$ cat src/rtl/biriscv_defs.sv
// Shared biriscv core definitions: exception width and exception cause codes.
package biriscv_defs;

    localparam int EXCEPTION_W = 6;

    localparam logic [EXCEPTION_W-1:0] EXCEPTION_NONE                = 6'h00;
    localparam logic [EXCEPTION_W-1:0] EXCEPTION_ILLEGAL_INSTRUCTION = 6'h02;
    localparam logic [EXCEPTION_W-1:0] EXCEPTION_FAULT_LOAD          = 6'h05;
    localparam logic [EXCEPTION_W-1:0] EXCEPTION_FAULT_STORE         = 6'h07;
    localparam logic [EXCEPTION_W-1:0] EXCEPTION_ECALL               = 6'h0b;
    localparam logic [EXCEPTION_W-1:0] EXCEPTION_ERET                = 6'h30;
    localparam logic [EXCEPTION_W-1:0] EXCEPTION_FENCE               = 6'h31;

endpackage

$ cat src/rtl/biriscv_csr_wb_pipe_pkg.sv
// Types shared by the CSR E2/WB pipeline stages.
package biriscv_csr_wb_pipe_pkg;
    import biriscv_defs::*;

    // In WB, value carries the merged exception address rather than the CSR read value.
    typedef struct packed {
        logic                   csr_write;
        logic [31:0]            opcode;
        logic [31:0]            pc;
        logic [31:0]            wdata;
        logic [31:0]            value;
        logic [EXCEPTION_W-1:0] exception;
    } csr_stage_t;

    function automatic logic [11:0] csr_addr(input logic [31:0] opcode);
        return opcode[31:20];
    endfunction

endpackage

$ cat src/rtl/biriscv_csr_wb_pipe_if.sv
// E1 request, LSU fault and CSR writeback signals of the CSR E2/WB pipeline.
interface biriscv_csr_wb_pipe_if;
    import biriscv_defs::*;

    logic                   e1_valid_i;
    logic [31:0]            e1_opcode_i;
    logic [31:0]            e1_pc_i;
    logic                   e1_csr_write_i;
    logic [31:0]            e1_csr_wdata_i;
    logic [31:0]            e1_csr_value_i;
    logic [EXCEPTION_W-1:0] e1_exception_i;
    logic [EXCEPTION_W-1:0] mem_exception_e2_i;
    logic [31:0]            mem_fault_addr_e2_i;
    logic                   stall_i;
    logic                   squash_i;

    logic                   csr_writeback_write_o;
    logic [11:0]            csr_writeback_waddr_o;
    logic [31:0]            csr_writeback_wdata_o;
    logic [EXCEPTION_W-1:0] csr_writeback_exception_o;
    logic [31:0]            csr_writeback_exception_pc_o;
    logic [31:0]            csr_writeback_exception_addr_o;

    modport master (
        output e1_valid_i, e1_opcode_i, e1_pc_i, e1_csr_write_i, e1_csr_wdata_i,
               e1_csr_value_i, e1_exception_i, mem_exception_e2_i, mem_fault_addr_e2_i,
               stall_i, squash_i,
        input  csr_writeback_write_o, csr_writeback_waddr_o, csr_writeback_wdata_o,
               csr_writeback_exception_o, csr_writeback_exception_pc_o,
               csr_writeback_exception_addr_o
    );

    modport slave (
        input  e1_valid_i, e1_opcode_i, e1_pc_i, e1_csr_write_i, e1_csr_wdata_i,
               e1_csr_value_i, e1_exception_i, mem_exception_e2_i, mem_fault_addr_e2_i,
               stall_i, squash_i,
        output csr_writeback_write_o, csr_writeback_waddr_o, csr_writeback_wdata_o,
               csr_writeback_exception_o, csr_writeback_exception_pc_o,
               csr_writeback_exception_addr_o
    );

endinterface

$ cat src/rtl/biriscv_csr_wb_stage.sv
// One CSR pipeline stage register with valid, hold on stall and kill.
module biriscv_csr_wb_stage
    import biriscv_csr_wb_pipe_pkg::*;
#(
    // When clear, a stalled stage drops its valid so the next stage never repeats a pulse.
    parameter bit HoldValid = 1'b1
) (
    input  logic       clk_i,
    input  logic       rst_i,
    input  logic       advance_i,
    input  logic       kill_i,
    input  logic       valid_i,
    input  csr_stage_t data_i,
    output logic       valid_o,
    output csr_stage_t data_o
);

    logic       valid_q, valid_d;
    csr_stage_t data_q, data_d;

    always_comb begin
        valid_d = advance_i ? valid_i : (HoldValid ? valid_q : 1'b0);
        if (kill_i) begin
            valid_d = 1'b0;
        end
        data_d = advance_i ? data_i : data_q;
    end

    always_ff @(posedge clk_i or posedge rst_i) begin
        if (rst_i) begin
            valid_q <= 1'b0;
            data_q  <= '0;
        end else begin
            valid_q <= valid_d;
            data_q  <= data_d;
        end
    end

    assign valid_o = valid_q;
    assign data_o  = data_q;

endmodule

$ cat src/rtl/biriscv_csr_wb_pipe.sv
// CSR E2/WB pipeline: merges E1 and LSU exceptions and issues one writeback pulse per instruction.
module biriscv_csr_wb_pipe
    import biriscv_defs::*;
    import biriscv_csr_wb_pipe_pkg::*;
(
    input  logic                 clk_i,
    input  logic                 rst_i,
    biriscv_csr_wb_pipe_if.slave bus
);

    logic       advance;
    logic       kill;
    logic       e2_valid;
    logic       wb_valid;
    csr_stage_t e1_data;
    csr_stage_t e2_data;
    csr_stage_t wb_in;
    csr_stage_t wb_data;

    assign advance = !bus.stall_i;
    // A faulting instruction leaving WB flushes everything younger in the same cycle.
    assign kill    = bus.squash_i || (wb_valid && (wb_data.exception != EXCEPTION_NONE));

    always_comb begin
        e1_data.csr_write = bus.e1_csr_write_i;
        e1_data.opcode    = bus.e1_opcode_i;
        e1_data.pc        = bus.e1_pc_i;
        e1_data.wdata     = bus.e1_csr_wdata_i;
        e1_data.value     = bus.e1_csr_value_i;
        e1_data.exception = bus.e1_exception_i;
    end

    // E1 exceptions take priority over the LSU fault; value becomes the exception address.
    always_comb begin
        wb_in = e2_data;
        if (e2_data.exception != EXCEPTION_NONE) begin
            wb_in.value = e2_data.value;
        end else if (bus.mem_exception_e2_i != EXCEPTION_NONE) begin
            wb_in.exception = bus.mem_exception_e2_i;
            wb_in.value     = bus.mem_fault_addr_e2_i;
        end else begin
            wb_in.value = '0;
        end
    end

    biriscv_csr_wb_stage #(
        .HoldValid(1'b1)
    ) u_e2 (
        .clk_i    (clk_i),
        .rst_i    (rst_i),
        .advance_i(advance),
        .kill_i   (kill),
        .valid_i  (bus.e1_valid_i),
        .data_i   (e1_data),
        .valid_o  (e2_valid),
        .data_o   (e2_data)
    );

    biriscv_csr_wb_stage #(
        .HoldValid(1'b0)
    ) u_wb (
        .clk_i    (clk_i),
        .rst_i    (rst_i),
        .advance_i(advance),
        .kill_i   (kill),
        .valid_i  (e2_valid),
        .data_i   (wb_in),
        .valid_o  (wb_valid),
        .data_o   (wb_data)
    );

    always_comb begin
        bus.csr_writeback_write_o          = wb_valid && wb_data.csr_write &&
                                             (wb_data.exception == EXCEPTION_NONE);
        bus.csr_writeback_waddr_o          = wb_valid ? csr_addr(wb_data.opcode) : 12'h000;
        bus.csr_writeback_wdata_o          = wb_valid ? wb_data.wdata : 32'h0;
        bus.csr_writeback_exception_o      = wb_valid ? wb_data.exception : EXCEPTION_NONE;
        bus.csr_writeback_exception_pc_o   = wb_valid ? wb_data.pc : 32'h0;
        bus.csr_writeback_exception_addr_o = wb_valid ? wb_data.value : 32'h0;
    end

    logic unused_opcode_low;
    assign unused_opcode_low = ^wb_data.opcode[19:0];

endmodule

$ cat src/flat_wrapper.sv
// flat-port wrapper written by rule: the top's interface ports become plain ports
module biriscv_csr_wb_pipe_flat import biriscv_defs::*; import biriscv_csr_wb_pipe_pkg::*;
  (clk_i, rst_i, bus_e1_valid_i, bus_e1_opcode_i, bus_e1_pc_i, bus_e1_csr_write_i, bus_e1_csr_wdata_i, bus_e1_csr_value_i, bus_e1_exception_i, bus_mem_exception_e2_i, bus_mem_fault_addr_e2_i, bus_stall_i, bus_squash_i, bus_csr_writeback_write_o, bus_csr_writeback_waddr_o, bus_csr_writeback_wdata_o, bus_csr_writeback_exception_o, bus_csr_writeback_exception_pc_o, bus_csr_writeback_exception_addr_o);
  biriscv_csr_wb_pipe_if bus_i ();
  input  logic clk_i;
  input  logic rst_i;
  input wire logic [$bits(bus_i.e1_valid_i)-1:0] bus_e1_valid_i;
  input wire logic [$bits(bus_i.e1_opcode_i)-1:0] bus_e1_opcode_i;
  input wire logic [$bits(bus_i.e1_pc_i)-1:0] bus_e1_pc_i;
  input wire logic [$bits(bus_i.e1_csr_write_i)-1:0] bus_e1_csr_write_i;
  input wire logic [$bits(bus_i.e1_csr_wdata_i)-1:0] bus_e1_csr_wdata_i;
  input wire logic [$bits(bus_i.e1_csr_value_i)-1:0] bus_e1_csr_value_i;
  input wire logic [$bits(bus_i.e1_exception_i)-1:0] bus_e1_exception_i;
  input wire logic [$bits(bus_i.mem_exception_e2_i)-1:0] bus_mem_exception_e2_i;
  input wire logic [$bits(bus_i.mem_fault_addr_e2_i)-1:0] bus_mem_fault_addr_e2_i;
  input wire logic [$bits(bus_i.stall_i)-1:0] bus_stall_i;
  input wire logic [$bits(bus_i.squash_i)-1:0] bus_squash_i;
  output wire logic [$bits(bus_i.csr_writeback_write_o)-1:0] bus_csr_writeback_write_o;
  output wire logic [$bits(bus_i.csr_writeback_waddr_o)-1:0] bus_csr_writeback_waddr_o;
  output wire logic [$bits(bus_i.csr_writeback_wdata_o)-1:0] bus_csr_writeback_wdata_o;
  output wire logic [$bits(bus_i.csr_writeback_exception_o)-1:0] bus_csr_writeback_exception_o;
  output wire logic [$bits(bus_i.csr_writeback_exception_pc_o)-1:0] bus_csr_writeback_exception_pc_o;
  output wire logic [$bits(bus_i.csr_writeback_exception_addr_o)-1:0] bus_csr_writeback_exception_addr_o;
  assign bus_i.e1_valid_i = bus_e1_valid_i;
  assign bus_i.e1_opcode_i = bus_e1_opcode_i;
  assign bus_i.e1_pc_i = bus_e1_pc_i;
  assign bus_i.e1_csr_write_i = bus_e1_csr_write_i;
  assign bus_i.e1_csr_wdata_i = bus_e1_csr_wdata_i;
  assign bus_i.e1_csr_value_i = bus_e1_csr_value_i;
  assign bus_i.e1_exception_i = bus_e1_exception_i;
  assign bus_i.mem_exception_e2_i = bus_mem_exception_e2_i;
  assign bus_i.mem_fault_addr_e2_i = bus_mem_fault_addr_e2_i;
  assign bus_i.stall_i = bus_stall_i;
  assign bus_i.squash_i = bus_squash_i;
  assign bus_csr_writeback_write_o = bus_i.csr_writeback_write_o;
  assign bus_csr_writeback_waddr_o = bus_i.csr_writeback_waddr_o;
  assign bus_csr_writeback_wdata_o = bus_i.csr_writeback_wdata_o;
  assign bus_csr_writeback_exception_o = bus_i.csr_writeback_exception_o;
  assign bus_csr_writeback_exception_pc_o = bus_i.csr_writeback_exception_pc_o;
  assign bus_csr_writeback_exception_addr_o = bus_i.csr_writeback_exception_addr_o;
  biriscv_csr_wb_pipe u_core (.clk_i(clk_i), .rst_i(rst_i), .bus(bus_i));
endmodule
$ cat config.mk
export PLATFORM = sky130hd
export DESIGN_NAME = biriscv_csr_wb_pipe_flat
export DESIGN_NICKNAME = d
export VERILOG_FILES = /design/src/rtl/biriscv_defs.sv /design/src/rtl/biriscv_csr_wb_pipe_pkg.sv /design/src/rtl/biriscv_csr_wb_pipe_if.sv /design/src/rtl/biriscv_csr_wb_stage.sv /design/src/rtl/biriscv_csr_wb_pipe.sv /design/src/flat_wrapper.sv
export SDC_FILE = /design/constraint.sdc
export NUM_CORES = 1
export LEC_CHECK = 0
export CAP_MARGIN = 20
export CORE_ASPECT_RATIO = 1.2
export CORE_MARGIN = 5
export CORE_UTILIZATION = 45
export CTS_CLUSTER_DIAMETER = 60
export CTS_CLUSTER_SIZE = 24
export DETAILED_ROUTE_END_ITERATION = 8
export GPL_ROUTABILITY_DRIVEN = 0
export PLACE_DENSITY_LB_ADDON = 0.08
export SKIP_LAST_GASP = 1
export SLEW_MARGIN = 25
export SYNTH_ARGS = -nofsm -noshare
export SYNTH_HDL_FRONTEND = slang
export SYNTH_HIERARCHICAL = 1
export SYNTH_SLANG_ARGS = --single-unit
$ cat constraint.sdc
create_clock -name clk_i -period 4.9 [get_ports clk_i]
set_input_delay 0.98 -clock clk_i [delete_from_list [all_inputs] [get_ports clk_i]]
set_output_delay 0.98 -clock clk_i [all_outputs]
set_load 0.01 [all_outputs]
==> results of run 1 <==
-- sequential cells by signal (all words and copies together) (netlist names) --
name	flops
u_core/u_e2/valid_o	1
u_core/u_wb/data_o	115
u_core/u_e2/data_o	115
u_core/u_wb/valid_o	1
-- metrics by stage --
step | setup slack, ns | cell area [um^2]
finish | 1.36 | 13800
detailed placement | 1.74 | 13100
global placement | 1.79 | 13100
global route | 1.20 | 13800
floorplan | 0.848 | 10200
CTS | 1.31 | 13800
-- cell usage in the layout (no fill, tap or decap), drive strengths merged --
master and n:
clkdlybuf4s50 272, dfrtp 232, mux2 230, and2 115
nand3 32, o2bb2ai 32, clkbuf 21, buf 12
inv 8, a21o 7, diode 5, nor2 4
nand2 3, clkinv 3, bufinv 2, nor4 2
clkinvlp 1, or4 1, nor3 1, mux2i 1
and3b 1
-- final timing paths --
check	start	to	slack, ns	cells past startpoint
min in group asynchronous	rst_i	u_core/u_wb/data_o[91]	1.06	2
setup reg to reg	u_core/u_e2/data_o[4]	u_core/u_wb/data_o[21]	2.80	6
hold reg to reg	u_core/u_e2/data_o[63]	u_core/u_wb/data_o[63]	0.49	1
setup / recovery	u_core/u_wb/valid_o	bus_csr_writeback_exception_addr_o[5]	1.36	3
hold / removal	u_core/u_e2/data_o[63]	u_core/u_wb/data_o[63]	0.49	1
max in group asynchronous	rst_i	u_core/u_e2/data_o[73]	2.88	3
-- power by group --
part | total (W) | internal [W] | switching (W) | leakage (nW)
clock | 0.00162 | 0.000869 | 0.000748 | 0.317
combinational | 0.000626 | 0.000407 | 0.000220 | 2.68
sequential | 0.00228 | 0.00215 | 0.000124 | 2.72
total | 0.00452 | 0.00343 | 0.00109 | 5.71
-- metal layers --
metal	share of wire, %	up-vias	track usage, %
met5	0	-	0
met4	2.2	0	5.24
met3	7.7	33	5.86
met1	41	3264	23.8
li1	-	2988	-
met2	49	207	32.1
-- final cells by class --
type | count | share of cell area [%]
Clock buffer | 21 | 3.58
Clock inverter | 11 | 1.20
Tap cell | 279 | 2.54
Sequential cell | 232 | 42.2
Multi-Input combinational cell | 429 | 29.5
Antenna cell | 5 | 0.0909
Timing Repair Buffer | 284 | 20.7
Inverter | 3 | 0.191
-- worst max-delay path: stages, from the launching register on --
cell,delay [ns]
dfrtp_2,0.81
buf_4,0.46
and2_1,0.23
clkdlybuf4s50_1,0.54
==> results.txt, run 1 <==
- Clock input transition at the sequential cells of the worst setup and hold paths: 0.08 ns
- Worst slew pin tran: just under 0.9 ns
* Leakage: 5.71 nW
* Count of instances resized after the clock tree is built: 0
- Starting density of the core: 45.5%
* Die area: 25800 um^2
- Across every metal layer, demand over resource in global routing totals 19.0%.
- Result of the run: completed
* Row cnt: 60
- Across the VDD grid, the largest voltage drop is 0.335 mV.
- Unrepaired setup endpoints after global routing: false
- Total power of the final layout: 0.00452 W
* Horizontal die dimension: 147 um
* Highest Clock Rate: 283 MHz
* Wire length of the first global-routing pass: 39.7 mm
- Entering global routing, the biggest net connects 109 pins.
* Post-route fraction of the period consumed by the critical path: 72.2%
* Synthesized net count: 894
- The die is 175 um tall.
- Total Neg Setup Slack: 0 ns
* Number of nets with antenna violations after routing: 0
- Synthesis warning total: 6
* Number of maximum-capacitance violations: 0
- Average wire per cell in the routed design: a little under 20 um
* Depth of the CTS H-tree: 1
- Largest fanout of any net on the critical path: 45
* Clock network latency to the later pin of the worst-skew pair: 0.49 ns
* Number of buffers on the longest clock path: 3
- Type of the worst setup path: reg2out
- Hold Path Class: reg2reg
- Final number of max-transition violations: 0
- Fill cells in the final layout number 1777.
* Area delta synth->final: 35.1%
- Sinks on Clock Net: ~230
* Register Area: 5810 um^2
- Core area: around 22000 um^2
- Dividing total power by cell area gives a power density of 328 nW/um^2.
- Final setup violation count: 0
- In this run the clock root is driven by a clkbuf_16.
- Clock skew on the completed layout was measured at 0.0157 ns.
- The number of global-route vias before repair was 7195.
- Detailed routing inserted a total of 6492 vias.
* Violation count after the first detailed-route iteration: 211
- The number of antenna violations at the first check in global routing came to 5.
- Worst slew margin relative to its limit: between 40% and 50%
* CTS tree: built
- Netlist Area Pre-Place: 10200 um^2
* Non-filler instance count after layout: 1264
- The wire-length estimate of the detail-placed layout is between 15 and 20 mm.
- Combined area of the multi-input logic cells: 4060 um^2
- # Post-CTS Setup Buffers: 0
- Input/output buffers: 272
* Total CTS buffers: 18
* Residual overflow from global routing: 0
* Pre-antenna DRT Iters: 4
- CP Data Required Time: 3.92 ns
* Arrival time worst endpoint: 2.56 ns
* Fraction of layout instances using a drive strength above 1: 28.9%
- Gate count of the mapped netlist: 716
- After detailed routing, the number of vias per cell comes to just over 5.
- Routed wire length: 25.1 mm
- The number of hold buffers added after CTS was 0.
- Hold slack final: 0.488 ns
* Avg Synthesized Cell Area: 14.2 um^2
- For this design the top-level I/O count stands at between 200 and 300.
- Final standard cell utilization of the core: 61.5%
- Number of hold-slack violations in the final timing report: 0
* Worst Setup Start Kind: register
- Time the worst path needs with I/O delays and setup: roughly 3.5 ns
* Placed cell count: 1227
* Layout net count: 1146
- For this run, design rule violations remaining after detail routing come to 0.
- STA classifies the critical path endpoint as an output pin.
No activity file was read; power rests on OpenSTA's default activity.
==> run 2: changes to the inputs <==
==> constraint.sdc (replaced) <==
create_clock -name clk_i -period 3.2 [get_ports clk_i]
set_input_delay 0.64 -clock clk_i [delete_from_list [all_inputs] [get_ports clk_i]]
set_output_delay 0.64 -clock clk_i [all_outputs]
set_load 0.01 [all_outputs]
==> run 2 against run 1 <==
Compared with the run above:
- first-iteration DRC count fell by 18%
- critical path depth did not move
- combinational power rose by 56%
- final area barely moved
- total power rose by 47%
- clock power rose by 35%
- sequential power rose by 53%
- utilization rose by 0.050 points
- largest power group unchanged
==> results.txt, run 2 (same netlist as run 1, synthesis figures left out) <==
* Worst slew margin relative to its limit: 48.0% (+6.7 points)
* Number of maximum-capacitance violations: 0 (unchanged)
- The average vias per placed instance is 5.15 (+0.32%).
* CP Data Required Time: 2.56 ns (-1.36 ns)
- The depth of the CTS H-tree was 1 (unchanged).
* # Post-CTS Setup Buffers: 0 (unchanged)
* Residual overflow from global routing: 0 (unchanged)
- The global-route wire length before repair is 40.7 mm (+2.5%).
- The area enclosed by the die boundary is 25800 um^2 (unchanged).
- The worst voltage drop across the vdd grid is 0.493 mV (+47%).
- The data arrival time of the critical path came to 2.23 ns (-0.33 ns).
- The port buffer count was 272 (unchanged).
- Boundary pin count: 293 (unchanged)
* Hold slack final: 0.504 ns (+0.0160 ns)
- Number of nets with antenna violations after routing: 0 (unchanged)
* Category of cells accounting for the largest share of critical-path delay: buffers and inverters
- Total Neg Setup Slack: 0 ns (unchanged)
* Clock share of power: 32.8% (-2.9 points)
- Hold Path Class: reg2reg
- Sequential power share: 52.5% (+2.1 points)
- The number of global-route vias before repair came to 7394 (+2.8%).
* Cell internal pwr: 0.00505 W (+47%)
* Row cnt: 60 (unchanged)
* Setup clock skew after layout: 0.0107 ns (-0.00505 ns)
- The number of DRC violations after detailed-routing iteration 0 is 174 (-18%).
- The final-report hold violation count was 0 (unchanged).
- The x dimension of the die was 147 um (unchanged).
* Time the worst path needs with I/O delays and setup: 2.87 ns
* Core area: 22400 um^2 (unchanged)
- Average wire per cell in the routed design: 19.9 um (+0.35%)
* Residual DRC count: 0 (unchanged)
- Stage delay of the slowest cell on the critical path: 0.60 ns (-0.21 ns)
* Areal power density over the cells: 482 nW/um^2 (+47%)
- DR vias: 6523 (+0.48%)
- The measured slew at the worst slew-check pin was 0.779 ns (-0.103 ns).
* Slowest cell on crit path: dfrtp_4
- Clock network latency to the later pin of the worst-skew pair: 0.48 ns (about the same)
* Top layer reached by signal wires: met4
- Overall track demand over capacity in global routing: 19.5% (+0.51 points)
- Final setup violation count: 0 (unchanged)
- Layout net count: 1152 (+0.52%)
- Routed wire length: 25.2 mm (+0.51%)
- The worst setup path is launched from a register.
- The maximum number of pins on one net before global-route repair came to 59 (-46%).
- Setup crit end kind: output pin
* Non-filler instance count after layout: 1266 (+0.16%)
* Final number of max-transition violations: 0 (unchanged)
- Setup repair after global routing left no endpoint under its margin.
- Largest fanout of any net on the critical path: 37 (-18%)
- The part of the total power dissipated in combinational logic is 14.7% (+0.8 points).
- Antenna violations before repair: 3 (-2)
* Pre-antenna DRT Iters: 4 (unchanged)
* Total net switching power: 0.00160 W (+47%)
- Length of routed met2 wiring: 12.8 mm (+3.6%)
* Fraction of layout instances using a drive strength above 1: 29.3% (+0.39 points)
- The setup slack of the critical path after layout is 0.332 ns (-1.03 ns).
- The number of buffer and inverter stages on the critical path was 2 (unchanged).
- Register Area: 5810 um^2 (about the same)
- Clock input transition at the sequential cells of the worst setup and hold paths: 0.08 ns (about the same)
* Filler instances: 1726 (-2.9%)
* Type of the worst setup path: reg2out
* Starting density of the core: 45.5% (unchanged)
- The HPWL after detailed placement came to 17.7 mm (+5.4%).
- Root Driver: clkbuf_16
- The quantity of gates resized following cts was 0 (unchanged).
- The post-cts hold buffer count is 0 (unchanged).
* CTS tree: built
* Highest Clock Rate: 349 MHz
- Post-route fraction of the period consumed by the critical path: 89.6%
- Combined area of the multi-input logic cells: 4060 um^2 (unchanged)
- The fraction of power spent switching nets was 24.1% (-0.072 points).
- The flow ran to the end, and the final reports show no timing, DRC or antenna violations.
- Routed wire length on met3: 1.94 mm (+0.73%)
- Area delta synth->final: 35.2% (about the same)
- Most common cell after layout, fill and taps aside: clkdlybuf4s50_1
* Total CTS buffers: 17 (-1)
* Sinks on Clock Net: 232 (unchanged)
- The post-place setup slack came to 0.501 ns (-1.24 ns).
- Commonest cells after routing, fill and taps aside: clkdlybuf4s50_1 (272), dfrtp_1 (231), mux2_2 (191)
* Leakage: 5.71 nW (about the same)
- Number of buffers on the longest clock path: 3 (unchanged)
* Placed cell count: 1234 (+0.57%)
- The signal on the critical path passes through buf_4 -> and2_1 -> clkdlybuf4s50_1.
- The vertical die dimension came to 175 um (unchanged).
- DRT met1 WL: 10.1 mm (-1.4%)
run 2: metrics by stage:
step           instance area (um^2)  power, W  util (%)
2_1_floorplan                 10200   0.00410         -
3_3_place_gp                  13200   0.00446      59.1
3_5_place_dp                  13200   0.00454      59.1
4_1_cts                       13800   0.00676      61.6
5_1_grt                       13800   0.00697      61.6
6_report                      13800   0.00665      61.6
run 2: power groups by stage:
| stage | combinational, W | clock [W] | sequential, W |
|---|---|---|---|
| 2_1_floorplan | 0.000622 | 0 | 0.00348 |
| 3_3_place_gp | 0.000948 | 0 | 0.00352 |
| 3_5_place_dp | 0.000990 | 0 | 0.00355 |
| 4_1_cts | 0.000996 | 0.00228 | 0.00349 |
| 5_1_grt | 0.00106 | 0.00237 | 0.00354 |
| 6_report | 0.000978 | 0.00218 | 0.00349 |
run 2: layout make-up:
cell class | instances | share of cell area (%)
tap | 279 | 2.53
antenna | 3 | 0.0545
multi-input combinational | 429 | 29.5
inverter | 3 | 0.191
clock inverter | 11 | 0.854
timing repair buffer | 291 | 21.5
sequential | 232 | 42.2
clock buffer | 18 | 3.19
run 2: worst paths after layout:
kind                                        start                              endpoint  slack (ns)  cells past startpoint
min reg2reg                u_core/u_wb/data_o[88]                u_core/u_wb/data_o[88]        0.50                      1
min                        u_core/u_wb/data_o[88]                u_core/u_wb/data_o[88]        0.50                      1
min in group asynchronous                   rst_i                u_core/u_e2/data_o[72]        0.59                      2
max in group asynchronous                   rst_i                u_core/u_wb/data_o[52]        1.72                      3
max                           u_core/u_wb/valid_o  bus_csr_writeback_exception_pc_o[28]        0.33                      3
max reg2reg                 u_core/u_e2/data_o[4]                u_core/u_wb/data_o[29]        1.11                      6
run 2: worst reg2reg max path, cell delays in order (launching register included):
cell and delay, ns:
dfrtp_1 0.43, nor4_4 0.27, buf_4 0.40, nand2_1 0.12, buf_4 0.27, o2bb2ai_1 0.21, mux2_2 0.28
run 2: per-layer routing:
layer | vias to the layer above | track usage [%]
li1 | 3011 | -
met1 | 3286 | 24.3
met2 | 203 | 33.8
met3 | 23 | 5.55
met4 | 0 | 4.58
met5 | - | 0
